<file path="config.mk">
export PLATFORM = sky130hd
export DESIGN_NAME = dmem_responder
export DESIGN_NICKNAME = d
export VERILOG_FILES = /design/src/rtl/simple_processor_pkg.sv /design/src/rtl/dmem_array.sv /design/src/rtl/dmem_responder.sv
export SDC_FILE = /design/constraint.sdc
export NUM_CORES = 2
export LEC_CHECK = 0
export CORE_MARGIN = 10
export CORE_UTILIZATION = 60
export CTS_CLUSTER_DIAMETER = 50
export DETAILED_ROUTE_END_ITERATION = 16
export GPL_TIMING_DRIVEN = 0
export PLACE_DENSITY = 0.76
export RECOVER_POWER = 50
export SYNTH_ARGS = -nofsm -noshare
export SYNTH_HDL_FRONTEND = slang
export SYNTH_SLANG_ARGS = --single-unit
</file>
<file path="constraint.sdc">
create_clock -name clk_i -period 5.4 [get_ports clk_i]
set_input_delay 1.62 -clock clk_i [delete_from_list [all_inputs] [get_ports clk_i]]
set_output_delay 1.62 -clock clk_i [all_outputs]
set_load 0.01 [all_outputs]
</file>
<file path="src/rtl/simple_processor_pkg.sv">
// Shared processor types and constants; holds the data-memory responder state
// encoding and its sizing limits.
package simple_processor_pkg;

    localparam int ADDR_WIDTH         = 16;
    localparam int DATA_WIDTH         = 16;
    localparam int DMEM_DEFAULT_DEPTH = 256;
    localparam int DMEM_MAX_WAIT      = 15;

    typedef enum logic [1:0] {
        IDLE   = 2'd0,
        WAIT   = 2'd1,
        ACCESS = 2'd2,
        RESP   = 2'd3
    } dmem_state_t;

    // Number of low address bits that select a byte within one word.
    function automatic int dmem_offset_bits(input int data_width);
        return $clog2(data_width / 8);
    endfunction

endpackage

</file>
<file path="src/rtl/dmem_array.sv">
// Single-port word storage with synchronous write and registered read; kept as
// its own module so it can be swapped for a memory macro.
module dmem_array #(
    parameter int MEM_DEPTH  = 256,
    parameter int DATA_WIDTH = 16,
    parameter int IDX_W      = $clog2(MEM_DEPTH)
) (
    input  logic                  clk_i,
    input  logic                  we_i,
    input  logic                  re_i,
    input  logic [IDX_W-1:0]      idx_i,
    input  logic [DATA_WIDTH-1:0] wdata_i,
    output logic [DATA_WIDTH-1:0] rdata_o
);

    logic [DATA_WIDTH-1:0] mem_q [MEM_DEPTH];
    logic [DATA_WIDTH-1:0] rdata_q;

    // Storage is deliberately not reset; only the read register follows enables.
    always_ff @(posedge clk_i) begin
        if (we_i) begin
            mem_q[idx_i] <= wdata_i;
        end
        if (re_i) begin
            rdata_q <= mem_q[idx_i];
        end
    end

    assign rdata_o = rdata_q;

endmodule

</file>
<file path="src/rtl/dmem_responder.sv">
// Data-memory req/ack responder: one request at a time, programmable wait, then
// a one-cycle ack. Optional err_o output when DMEM_RESPONDER_ERR_EN is defined.
module dmem_responder
    import simple_processor_pkg::*;
#(
    parameter int ADDR_WIDTH  = simple_processor_pkg::ADDR_WIDTH,
    parameter int DATA_WIDTH  = simple_processor_pkg::DATA_WIDTH,
    parameter int MEM_DEPTH   = DMEM_DEFAULT_DEPTH,
    parameter int WAIT_CYCLES = 1
) (
    input  logic                  clk_i,
    input  logic                  rst_i,
    input  logic                  req_i,
    input  logic                  we_i,
    input  logic [ADDR_WIDTH-1:0] addr_i,
    input  logic [DATA_WIDTH-1:0] wdata_i,
    output logic [DATA_WIDTH-1:0] rdata_o,
    output logic                  ack_o
`ifdef DMEM_RESPONDER_ERR_EN
    ,
    output logic                  err_o
`endif
);

    localparam int OFF_W = dmem_offset_bits(DATA_WIDTH);
    localparam int IDX_W = $clog2(MEM_DEPTH);
    localparam int CNT_W = $clog2(DMEM_MAX_WAIT + 1);

    dmem_state_t           state_q, state_d;
    logic [CNT_W-1:0]      cnt_q, cnt_d;
    logic [ADDR_WIDTH-1:0] addr_q, addr_d;
    logic                  we_q, we_d;
    logic [DATA_WIDTH-1:0] wdata_q, wdata_d;
    logic [DATA_WIDTH-1:0] rdata_q, rdata_d;
    logic                  ack_q, ack_d;
    logic                  err_q, err_d;

    logic [ADDR_WIDTH-1:0] word_idx_s;
    logic                  in_range_s;
    logic                  ok_s;
    logic                  mem_we_s;
    logic                  mem_re_s;
    logic [DATA_WIDTH-1:0] mem_rdata_s;

    assign word_idx_s = addr_q >> OFF_W;
    assign in_range_s = (word_idx_s < ADDR_WIDTH'(MEM_DEPTH));

`ifdef DMEM_RESPONDER_ERR_EN
    logic misalign_s;
    assign misalign_s = ((addr_q & ADDR_WIDTH'((1 << OFF_W) - 1)) != '0);
    assign ok_s       = in_range_s & ~misalign_s;
    assign err_o      = err_q;
`else
    assign ok_s       = in_range_s;
`endif

    dmem_array #(
        .MEM_DEPTH (MEM_DEPTH),
        .DATA_WIDTH(DATA_WIDTH),
        .IDX_W     (IDX_W)
    ) u_array (
        .clk_i  (clk_i),
        .we_i   (mem_we_s),
        .re_i   (mem_re_s),
        .idx_i  (word_idx_s[IDX_W-1:0]),
        .wdata_i(wdata_q),
        .rdata_o(mem_rdata_s)
    );

    // Next-state and registered-output logic; the array is accessed in ACCESS
    // and its registered word is picked up in RESP.
    always_comb begin
        state_d  = state_q;
        cnt_d    = cnt_q;
        addr_d   = addr_q;
        we_d     = we_q;
        wdata_d  = wdata_q;
        rdata_d  = rdata_q;
        ack_d    = 1'b0;
        err_d    = 1'b0;
        mem_we_s = 1'b0;
        mem_re_s = 1'b0;
        case (state_q)
            IDLE: begin
                if (req_i) begin
                    addr_d  = addr_i;
                    we_d    = we_i;
                    wdata_d = wdata_i;
                    cnt_d   = CNT_W'(WAIT_CYCLES);
                    state_d = (WAIT_CYCLES > 0) ? WAIT : ACCESS;
                end else begin
                    state_d = IDLE;
                end
            end
            WAIT: begin
                cnt_d = cnt_q - CNT_W'(1);
                // A zero count can only come from corruption; leave WAIT anyway.
                if (cnt_q <= CNT_W'(1)) begin
                    state_d = ACCESS;
                end else begin
                    state_d = WAIT;
                end
            end
            ACCESS: begin
                mem_we_s = we_q & ok_s;
                mem_re_s = ~we_q;
                state_d  = RESP;
            end
            RESP: begin
                ack_d = 1'b1;
                err_d = ~ok_s;
                if (!we_q) begin
                    rdata_d = ok_s ? mem_rdata_s : '0;
                end else begin
                    rdata_d = rdata_q;
                end
                state_d = IDLE;
            end
            default: begin
                state_d = IDLE;
            end
        endcase
    end

    // State, captured request and output registers with synchronous reset.
    always_ff @(posedge clk_i) begin
        if (rst_i) begin
            state_q <= IDLE;
            cnt_q   <= '0;
            addr_q  <= '0;
            we_q    <= 1'b0;
            wdata_q <= '0;
            rdata_q <= '0;
            ack_q   <= 1'b0;
            err_q   <= 1'b0;
        end else begin
            state_q <= state_d;
            cnt_q   <= cnt_d;
            addr_q  <= addr_d;
            we_q    <= we_d;
            wdata_q <= wdata_d;
            rdata_q <= rdata_d;
            ack_q   <= ack_d;
            err_q   <= err_d;
        end
    end

    assign rdata_o = rdata_q;
    assign ack_o   = ack_q;

`ifndef DMEM_RESPONDER_ERR_EN
    logic unused_s;
    assign unused_s = err_q;
`endif

endmodule
</file>
==> impl_results.md <==
* Share of post-route cells with drive strength above 1 at 0.286
* Synth cell count leaders: edfxtp_1, mux4_2, a22oi_1, a21oi_1, nor2_1
* Area delta synth->final at 14.3%
* HPWL after DPL at 285,000 um
* Worst-Skew Late Latency at 1030 ps
* Status: complete, but fails checks
* Die area at 283,000 sq um
* Syn nets at 6,984
* Nets at 7,656
* Syn avg cell area at 22.6 sq um
* Slack of the critical path at -266 ps
* Vias per cell at 7.20
* # DRC at 0
* Final setup violation count at 287
* Pre-CTS setup slack at -1350 ps
* Post-DRT Antenna Nets at 0
* Die Span X at 532 um
* Fill cells at 14.8k
* Cell with the most instances after synthesis: edfxtp_1
* Post-synth EDFFs at 4,112
* Peak supply drop at 322 uV
* Yosys top cell by area: edfxtp_1
* I/O pin count at 53
* Worst-margin pin slew at 4360 ps
* GP Congestion at 1.08
* Multi-input gate area at 32,000 sq um
* Post-route cell area at 180,000 sq um
* Synth top area share at 0.785
* Critical Path RT at 5980 ps
* Global-route wire length before repair at 636,000 um
* CTS tree: yes
* Port bufs at 50
* Max-Cap Viols at 48
* CP arrival at 6250 ps
* Violated checks: max-capacitance violations, max-slew violations, negative setup slack
* Primary FF master, synth: edfxtp_1
* RSZ-0062 raised after global routing: true
* Distinct cell type count after synthesis at 26
* CTS Sinks at 4,167
* Fmax at 176 MHz
* Setup TNS at -14,370 ps
* Num rows at 187
* Clock transition at path regs at 60 ps
* Pwr dens at 393 nW/um^2
* CTS Buf Count at 421
* Initial antenna violation count at 28
* Asr flop ratio synth at 0
* Setup CP Type: reg2reg
* Fin crit share at 1.05
* Starting density of the core at 0.604
* Total GRT Usage at 0.318
* Synth Register Bits at 4,167
* Via count at 82.5k
* Core area at 260,000 sq um
* Crit path launch type: flip-flop
* Detailed Route WL at 456,000 um
* Area contributors post-synth: edfxtp_1, mux4_2, a22oi_1, a21oi_1, dfxtp_1
* Root buffer cell: clkbuf_16
* FF/Latch Area at 125,000 sq um
* Post-Place Cell Area at 166,000 sq um
* Register area share after synthesis at 0.792
* Post-Layout Cell Count at 11.5k
* Crit end category: flip-flop
* CP max FO at 11
* H-tree depth at 5
* Worst min path class: reg2reg
* Clock Skew at 87.8 ps
* Pins Over Slew Limit at 2,628
* Overflow after GRT at 0
* Placed Instances at 10.7k
* Iteration-0 DRC Markers at 14.4k
* Largest net degree at the start of global routing at 97
* Vias in the first global route at 82.1k
* Static leakage at 55.5 nW
* Synthesized area at 157,000 sq um
* Die height at 532 um
* Ys Warns at 0
* Tmin final at 5670 ps
* Longest Clk Path Bufs at 4
* Wire per inst at 39.8 um
* Post-CTS setup buffer count at 0
* Rel. slew slack at -1.90
* DRT Pass-1 Iters at 9
* Final hold viol count at 0
* Cells after synthesis at 6,946
==> final timing paths <==
kind              startpoint                  end  slack, ps  cells past startpoint
hold / removal    addr_q[15]           addr_q[15]        460                      2
setup / recovery   addr_q[2]  u_array.rdata_o[11]       -270                      8
setup reg to reg   addr_q[2]  u_array.rdata_o[11]       -270                      8
hold reg to reg   addr_q[15]           addr_q[15]        460                      2
==> layout make-up <==
cell class | count | area share
plain buffers | 427 | 0.0102
clock inverters | 252 | 0.0149
multi-input cells | 2346 | 0.178
inverters | 5 | 0.000104
well taps | 3496 | 0.0243
flip-flops and latches | 4167 | 0.693
repair buffers | 250 | 0.0183
clock buffers | 502 | 0.0610
diodes | 17 | 0.000237
==> flip-flops by register name (all words and copies together), names as in the netlist, named ones only <==
| register | count |
|---|---|
| u_array.mem_q | 4096 |
| addr_q | 15 |
| we_q | 1 |
| ack_o | 1 |
| u_array.rdata_o | 16 |
| rdata_o | 16 |
| wdata_q | 16 |
| cnt_q | 4 |
| state_q | 1 |
==> cells in the final DEF (no fill, tap or decap), types with 15 or more instances in the layout <==
cell type           n
buf_16             16
o41ai_2            30
buf_1              46
buf_2              97
nand4_1            17
a21oi_1           280
clkbuf_16         425
clkbuf_1          315
bufinv_16          51
o41ai_1            33
clkinvlp_4         22
nand2_2            15
mux4_2           1024
buf_6              19
diode_2            17
nor2_2            213
nor2_1             39
buf_8             104
nor2_4             37
nand2_1            82
edfxtp_1         4112
clkinv_2           63
inv_6              16
dfxtp_1            53
a22oi_1           529
clkdlybuf4s50_1    49
buf_4              22
clkbuf_2           52
clkinv_1           82
==> repair_timing <==
item	in CTS	in global routing
resized for setup	72	47
pin swaps	0	2
endpoints found under the setup margin	2923	932
hold buffers	0	0
==> critical path: stages, from the launching register on <==
cell and delay, ps:
dfxtp_1 350, buf_2 430, clkbuf_2 800, buf_1 930, mux4_2 440, a22oi_1 320
a21oi_1 210, o41ai_2 1040, nand4_1 640
==> per-layer routing <==
metal | share of wire | track usage | vias up
met5 | 0.00090 | 0 | -
met4 | 0.081 | 0.195 | 24
met3 | 0.15 | 0.122 | 1579
met2 | 0.45 | 0.474 | 7185
met1 | 0.32 | 0.397 | 42600
li1 | - | - | 31100
==> logic make-up after synthesis <==
group	after synthesis	share of synthesized area
AND/OR/NAND/NOR	432	0.0110
flip-flops	4167	0.792
multiplexers	1026	0.147
AO/OA/AOI/OAI	886	0.0382
adder cells (fa/ha/maj)	2	0.000159
buffers and inverters	433	0.0114
==> power by group <==
part	internal (W)	total, W	switching [W]
Clock	0.0169	0.0292	0.0123
Sequential	0.0360	0.0362	0.000191
Combinational	0.00162	0.00528	0.00366
==> stage by stage <==
| stage | power, W | util | hold slack [ps] |
|---|---|---|---|
| global route | 0.0719 | 0.691 | 484 |
| detailed placement | 0.0419 | 0.640 | 451 |
| global placement | 0.0420 | 0.623 | 456 |
| floorplan | 0.0397 | - | 436 |
| finish | 0.0707 | 0.691 | 463 |
| CTS | 0.0705 | 0.693 | 462 |
(Power assumes the default switching activity.)
